`src/rtl/pipe_hazard_ctrl_pkg.sv`:
```
// Shared types for the pipeline hazard controller: per-register control
// encodings and the controller's sequencing states.
package pipe_hazard_ctrl_pkg;

    typedef enum logic [1:0] {
        HZ_STREAM = 2'b00,
        HZ_FLUSH  = 2'b01,
        HZ_KEEP   = 2'b11
    } hz_ctrl_t;

    typedef enum logic [1:0] {
        HZ_RUN,
        HZ_PEND,
        HZ_DRAIN,
        HZ_HALT
    } hz_state_t;

    function automatic logic ctrl_is_keep(input hz_ctrl_t c);
        return c == HZ_KEEP;
    endfunction

endpackage

```
`src/rtl/hz_sat_counter.sv`:
```
// Saturating event counter; clear wins over increment, reset wins over both.
module hz_sat_counter #(
    parameter int CNT_W = 32
) (
    input  logic             clk,
    input  logic             reset,
    input  logic             inc,
    input  logic             clr,
    output logic [CNT_W-1:0] count_o
);

    logic [CNT_W-1:0] count_q;
    logic [CNT_W-1:0] count_d;

    always_comb begin
        count_d = count_q;
        if (clr) begin
            count_d = '0;
        end else if (inc && (count_q != '1)) begin
            count_d = count_q + CNT_W'(1);
        end
    end

    always_ff @(posedge clk) begin
        if (reset) begin
            count_q <= '0;
        end else begin
            count_q <= count_d;
        end
    end

    assign count_o = count_q;

endmodule

```
`src/rtl/pipe_hazard_ctrl.sv`:
```
// Pipeline hazard controller: per-register stream/flush/keep controls, a
// pending-redirect register for busy fetch, a drain sequencer and counters.
module pipe_hazard_ctrl
    import pipe_hazard_ctrl_pkg::*;
#(
    parameter int NSTAGE     = 5,
    parameter int REDIR_KILL = 1,
    parameter int XLEN       = 64,
    parameter int CNT_W      = 32
) (
    input  logic                           clk,
    input  logic                           reset,
    input  logic [NSTAGE-1:0]              wait_i,
    input  logic [NSTAGE-1:0]              stage_valid_i,
    input  logic                           redirect_i,
    input  logic [XLEN-1:0]                redirect_pc_i,
    input  logic                           drain_req_i,
    input  logic                           cnt_clr_i,
    output logic [NSTAGE-1:0][1:0]         ctrl_o,
    output logic                           pc_sel_o,
    output logic [XLEN-1:0]                pc_target_o,
    output logic                           drain_busy_o,
    output logic                           drain_done_o,
    output logic [NSTAGE-1:0][CNT_W-1:0]   stall_cnt_o,
    output logic [CNT_W-1:0]               flush_cnt_o
);

    hz_state_t                state_q;
    hz_state_t                state_d;
    logic      [XLEN-1:0]     pend_pc_q;
    logic      [XLEN-1:0]     pend_pc_d;
    logic                     drain_done_q;
    logic                     drain_done_d;

    hz_ctrl_t  [NSTAGE-1:0]   stall_ctrl;
    hz_ctrl_t  [NSTAGE-1:0]   ctrl;
    logic                     ds_stall;
    logic                     fetch_wait;
    logic                     drain_block;
    logic                     pipe_empty;
    logic                     pc_sel;
    logic                     unused_bit0;

    assign fetch_wait  = wait_i[1];
    assign drain_block = (state_q == HZ_DRAIN) || (state_q == HZ_HALT);
    assign pipe_empty  = (stage_valid_i[NSTAGE-1:1] == '0);
    assign unused_bit0 = wait_i[0] ^ stage_valid_i[0];

    // The oldest busy stage (k >= 2) bubbles itself and freezes everything younger.
    always_comb begin
        logic seen;
        seen       = 1'b0;
        ds_stall   = 1'b0;
        stall_ctrl = '{default: HZ_STREAM};
        for (int k = NSTAGE - 1; k >= 0; k--) begin
            if (seen) begin
                stall_ctrl[k] = HZ_KEEP;
            end else if ((k >= 2) && wait_i[k]) begin
                stall_ctrl[k] = HZ_FLUSH;
                seen          = 1'b1;
                ds_stall      = 1'b1;
            end
        end
    end

    always_ff @(posedge clk) begin
        if (reset) begin
            state_q      <= HZ_RUN;
            pend_pc_q    <= '0;
            drain_done_q <= 1'b0;
        end else begin
            state_q      <= state_d;
            pend_pc_q    <= pend_pc_d;
            drain_done_q <= drain_done_d;
        end
    end

    // A downstream stall freezes the sequencer; otherwise a redirect that meets
    // a busy fetch is parked in PEND, which also defers any drain request.
    always_comb begin
        state_d      = state_q;
        pend_pc_d    = pend_pc_q;
        drain_done_d = 1'b0;
        if (!ds_stall) begin
            if (redirect_i && fetch_wait) begin
                state_d   = HZ_PEND;
                pend_pc_d = redirect_pc_i;
            end else begin
                unique case (state_q)
                    HZ_RUN: begin
                        if (drain_req_i) begin
                            state_d = HZ_DRAIN;
                        end
                    end
                    HZ_PEND: begin
                        if (!fetch_wait) begin
                            state_d = HZ_RUN;
                        end
                    end
                    HZ_DRAIN: begin
                        if (pipe_empty && !fetch_wait) begin
                            state_d      = HZ_HALT;
                            drain_done_d = 1'b1;
                        end
                    end
                    HZ_HALT: begin
                        if (!drain_req_i) begin
                            state_d = HZ_RUN;
                        end
                    end
                    default: state_d = HZ_RUN;
                endcase
            end
        end
    end

    always_comb begin
        ctrl        = '{default: HZ_STREAM};
        pc_sel      = 1'b0;
        pc_target_o = redirect_pc_i;
        if (ds_stall) begin
            ctrl = stall_ctrl;
        end else begin
            if (redirect_i && !fetch_wait) begin
                pc_sel = 1'b1;
                for (int k = 1; k <= REDIR_KILL; k++) begin
                    ctrl[k] = HZ_FLUSH;
                end
            end else if (redirect_i) begin
                ctrl[0] = HZ_KEEP;
                ctrl[1] = HZ_KEEP;
                for (int k = 2; k <= REDIR_KILL + 1; k++) begin
                    ctrl[k] = HZ_FLUSH;
                end
            end else if (state_q == HZ_PEND) begin
                if (fetch_wait) begin
                    ctrl[0] = HZ_KEEP;
                    ctrl[1] = HZ_KEEP;
                    ctrl[2] = HZ_FLUSH;
                end else begin
                    pc_sel      = 1'b1;
                    pc_target_o = pend_pc_q;
                    ctrl[1]     = HZ_FLUSH;
                end
            end else if (fetch_wait) begin
                ctrl[0] = HZ_KEEP;
                ctrl[1] = HZ_FLUSH;
            end
            // While draining or halted the PC may still be retargeted, but fetch never restarts.
            if (drain_block) begin
                ctrl[0] = HZ_KEEP;
                ctrl[1] = fetch_wait ? HZ_KEEP : HZ_FLUSH;
            end
        end
    end

    assign ctrl_o       = ctrl;
    assign pc_sel_o     = pc_sel;
    assign drain_busy_o = (state_q == HZ_DRAIN);
    assign drain_done_o = drain_done_q;

    for (genvar g = 0; g < NSTAGE; g++) begin : g_stall_cnt
        hz_sat_counter #(
            .CNT_W (CNT_W)
        ) u_stall_cnt (
            .clk     (clk),
            .reset   (reset),
            .inc     (ctrl_is_keep(ctrl[g])),
            .clr     (cnt_clr_i),
            .count_o (stall_cnt_o[g])
        );
    end

    hz_sat_counter #(
        .CNT_W (CNT_W)
    ) u_flush_cnt (
        .clk     (clk),
        .reset   (reset),
        .inc     (pc_sel),
        .clr     (cnt_clr_i),
        .count_o (flush_cnt_o)
    );

endmodule
```
`config.mk`:
```
export PLATFORM = sky130hd
export DESIGN_NAME = pipe_hazard_ctrl
export DESIGN_NICKNAME = d
export VERILOG_FILES = /design/src/rtl/pipe_hazard_ctrl_pkg.sv /design/src/rtl/hz_sat_counter.sv /design/src/rtl/pipe_hazard_ctrl.sv
export SDC_FILE = /design/constraint.sdc
export NUM_CORES = 1
export LEC_CHECK = 0
export ABC_AREA = 1
export CAP_MARGIN = 15
export CORE_UTILIZATION = 35
export DETAILED_ROUTE_END_ITERATION = 16
export GPL_TIMING_DRIVEN = 0
export PLACE_DENSITY = 0.64
export RECOVER_POWER = 50
export SLEW_MARGIN = 10
export SYNTH_ARGS = -nofsm -noshare
export SYNTH_HDL_FRONTEND = slang
export SYNTH_SLANG_ARGS = --single-unit
```
`constraint.sdc`:
```
create_clock -name clk -period 4 [get_ports clk]
set_input_delay 0.4 -clock clk [delete_from_list [all_inputs] [get_ports clk]]
set_output_delay 0.4 -clock clk [all_outputs]
set_load 0.02 [all_outputs]
```
==> impl_metrics.json <==
{
  "status": "finished, final reports clean",
  "grt_max_degree": 14,
  "coreArea_um2": 38900,
  "io_pins": 348,
  "drt_iter0_drc": 918,
  "drt-total-wl_um": 47000,
  "clock_sinks": 227,
  "postLayoutCellArea_um2": 18800,
  "gp_congestion": 0.923,
  "drt_pass1_iterations": 5,
  "p_leak_uw": 0.00699,
  "htree_levels": 1,
  "rsz0062_at_grt": "no",
  "grt_antenna_before_repair": 1,
  "grt_pass1_vias": 14400,
  "drc_errors": 0,
  "hold_slack_ns": 0.448,
  "vias": 15300,
  "dieArea_um2": 40600,
  "critPathLaunchType": "input port",
  "clk_pin_slew_ns": 0.05,
  "nets": 2708,
  "antenna_left": 0,
  "avgViaCountPerCell": 4.84,
  "setup_slack_ns": 0.317,
  "syn_area_per_cell_um2": 6.19,
  "hp-class": "register to register",
  "cts_buffers": 28,
  "mostFrequentLayoutCell": "nand2_1",
  "port_buffers": 312,
  "skew_ns": 0.0121,
  "powerDensity_nw_per_um2": 302,
  "synthDominantAreaCellType": "dfxtp_1",
  "syn-cell-area_um2": 13900,
  "dp_slack_ns": 0.475,
  "min_period_ns": 3.68,
  "wire_per_inst_um": 14.9,
  "grt_pass1_wl_um": 74900,
  "slew_viol_final": 0,
  "cp-end-kind": "primary output",
  "setup_viol": 0,
  "area_delta_synth_final_pct": 35.0,
  "seq_area_frac_synth": 0.326,
  "path_max_fanout": 10,
  "required_ns": 3.60,
  "dp_hpwl_um": 36900,
  "die_w_um": 202,
  "place_area_um2": 17800,
  "initial_utilization": 0.358,
  "clk-insertion-delay-late_ns": 0.56,
  "synth_area_leaders": "dfxtp_1 33%, nand2_1 21%, nor2_1 8.2%, a21oi_1 6.0%, inv_1 5.4%",
  "die_height_um": 202,
  "layout_common_cells": "778 x nand2_1, 307 x nor2_1, 227 x dfxtp_1, 203 x inv_1, 185 x clkdlybuf4s50_1",
  "cap_violations": 0,
  "post_cts_resized": 0,
  "fin_crit_sh": 0.921,
  "cts_max_path_buffers": 3,
  "reg2reg_slack_ns": 0.99,
  "final.setup.tns_ns": 0,
  "cts_tree": "yes",
  "hold_buffers": 0,
  "netlist.area_leader.share": 0.326,
  "fmax_mhz": 272,
  "finalPower_uw": 5690,
  "hold_viol_final": 0,
  "worst_pin_slew_ns": 1.16,
  "crit_arrival_ns": 3.28,
  "slew_headroom": 0.225,
  "ys.warnings.count": 0,
  "clock-root-buffer": "clkbuf_16",
  "ys_types": 34,
  "irDropWorstVdd_v": 0.000264,
  "path_class": "input port to primary output",
  "num_rows": 72,
  "grt_use_total": 0.228,
  "cts_setup_buffers": 0,
  "synth.ff_latch_count": 227,
  "synthCells": 2250,
  "final_layout_size_suffix_gt1_frac": 0.0697,
  "grt-ovfl-total": 0
}
through the flow:
step,cells,utilization
2_1_floorplan,2282,-
3_3_place_gp,3112,0.458
3_5_place_dp,3112,0.458
4_1_cts,3159,0.485
5_1_grt,3160,0.483
6_report,3160,0.483
routing by layer:
layer / global-route usage / share of wire / up-vias
li1: - / - / 7776
met1: 0.274 / 0.42 / 6910
met2: 0.389 / 0.46 / 518
met3: 0.0619 / 0.087 / 95
met4: 0.0763 / 0.030 / 0
met5: 0 / 0 / -
report_power, final:
part | internal [uW] | total [uW] | leakage [uW] | switching [uW]
registers | 2280 | 2290 | 0.00183 | 11.3
clock network | 1870 | 2880 | 0.000508 | 1010
logic | 220 | 515 | 0.00465 | 295
total | 4370 | 5690 | 0.00699 | 1320
worst max-delay path, stage by stage:
cell and delay [ns]:
dlygate4sd3_1 0.58, buf_4 0.20, nor2_2 0.09, nand3b_1 0.14, nor2_1 0.19, nand3_2 0.25
clkbuf_1 0.31, o21ai_0 0.42, clkdlybuf4s50_1 0.69
cell usage after synthesis, drive strengths merged:
| library cell | instances |
|---|---|
| xnor2 | 24 |
| nor4 | 1 |
| nand4 | 35 |
| xor2 | 47 |
| nor3b | 3 |
| nand3b | 6 |
| dfxtp | 227 |
| nor3 | 19 |
| nand2 | 804 |
| conb | 1 |
| nor2 | 336 |
| buf | 65 |
| inv | 210 |
| a21oi | 186 |
| o21ai | 153 |
| ha | 5 |
| clkbuf | 46 |
| nand3 | 82 |
layout make-up:
type                            count  area [um2]
Antenna cell                        1        2.50
Buffer                            111         702
Clock buffer                       39         823
Clock inverter                      8         215
Fill cell                        4081       20100
Inverter                          210         796
Multi-Input combinational cell   1734        7960
Sequential cell                   227        4540
Tap cell                          518         648
Timing Repair Buffer              312        3120
cell families (layout without fill, tap and decap cells):
group	count (synthesis)	after routing	synth area share
buf+inv	321	680	0.108
flops	227	227	0.326
simple gates	1286	1286	0.389
compound gates	339	339	0.127
xor+xnor	71	71	0.0446
other cells	1	34	0.000269
fa+ha+maj	5	5	0.00449
final timing paths:
check | startpoint | to | depth (start not counted)
max reg2reg | g_stall_cnt[2].u_stall_cnt.count_o[1]$_SDFFE_PP0P_ | g_stall_cnt[2].u_stall_cnt.count_o[10]$_SDFFE_PP0P_ | 10
min | pend_pc_q[62]$_SDFFE_PP0P_ | pend_pc_q[62]$_SDFFE_PP0P_ | 2
min reg2reg | pend_pc_q[62]$_SDFFE_PP0P_ | pend_pc_q[62]$_SDFFE_PP0P_ | 2
max | wait_i[4] | pc_target_o[4] | 9
sequential cells by signal, indices dropped and copies added (netlist names):
signal                           flops
g_stall_cnt.u_stall_cnt.count_o    128
pend_pc_q                           64
u_flush_cnt.count_o                 32
state_q                              2
drain_done_o                         1
Power figures use the tool's default switching activity.
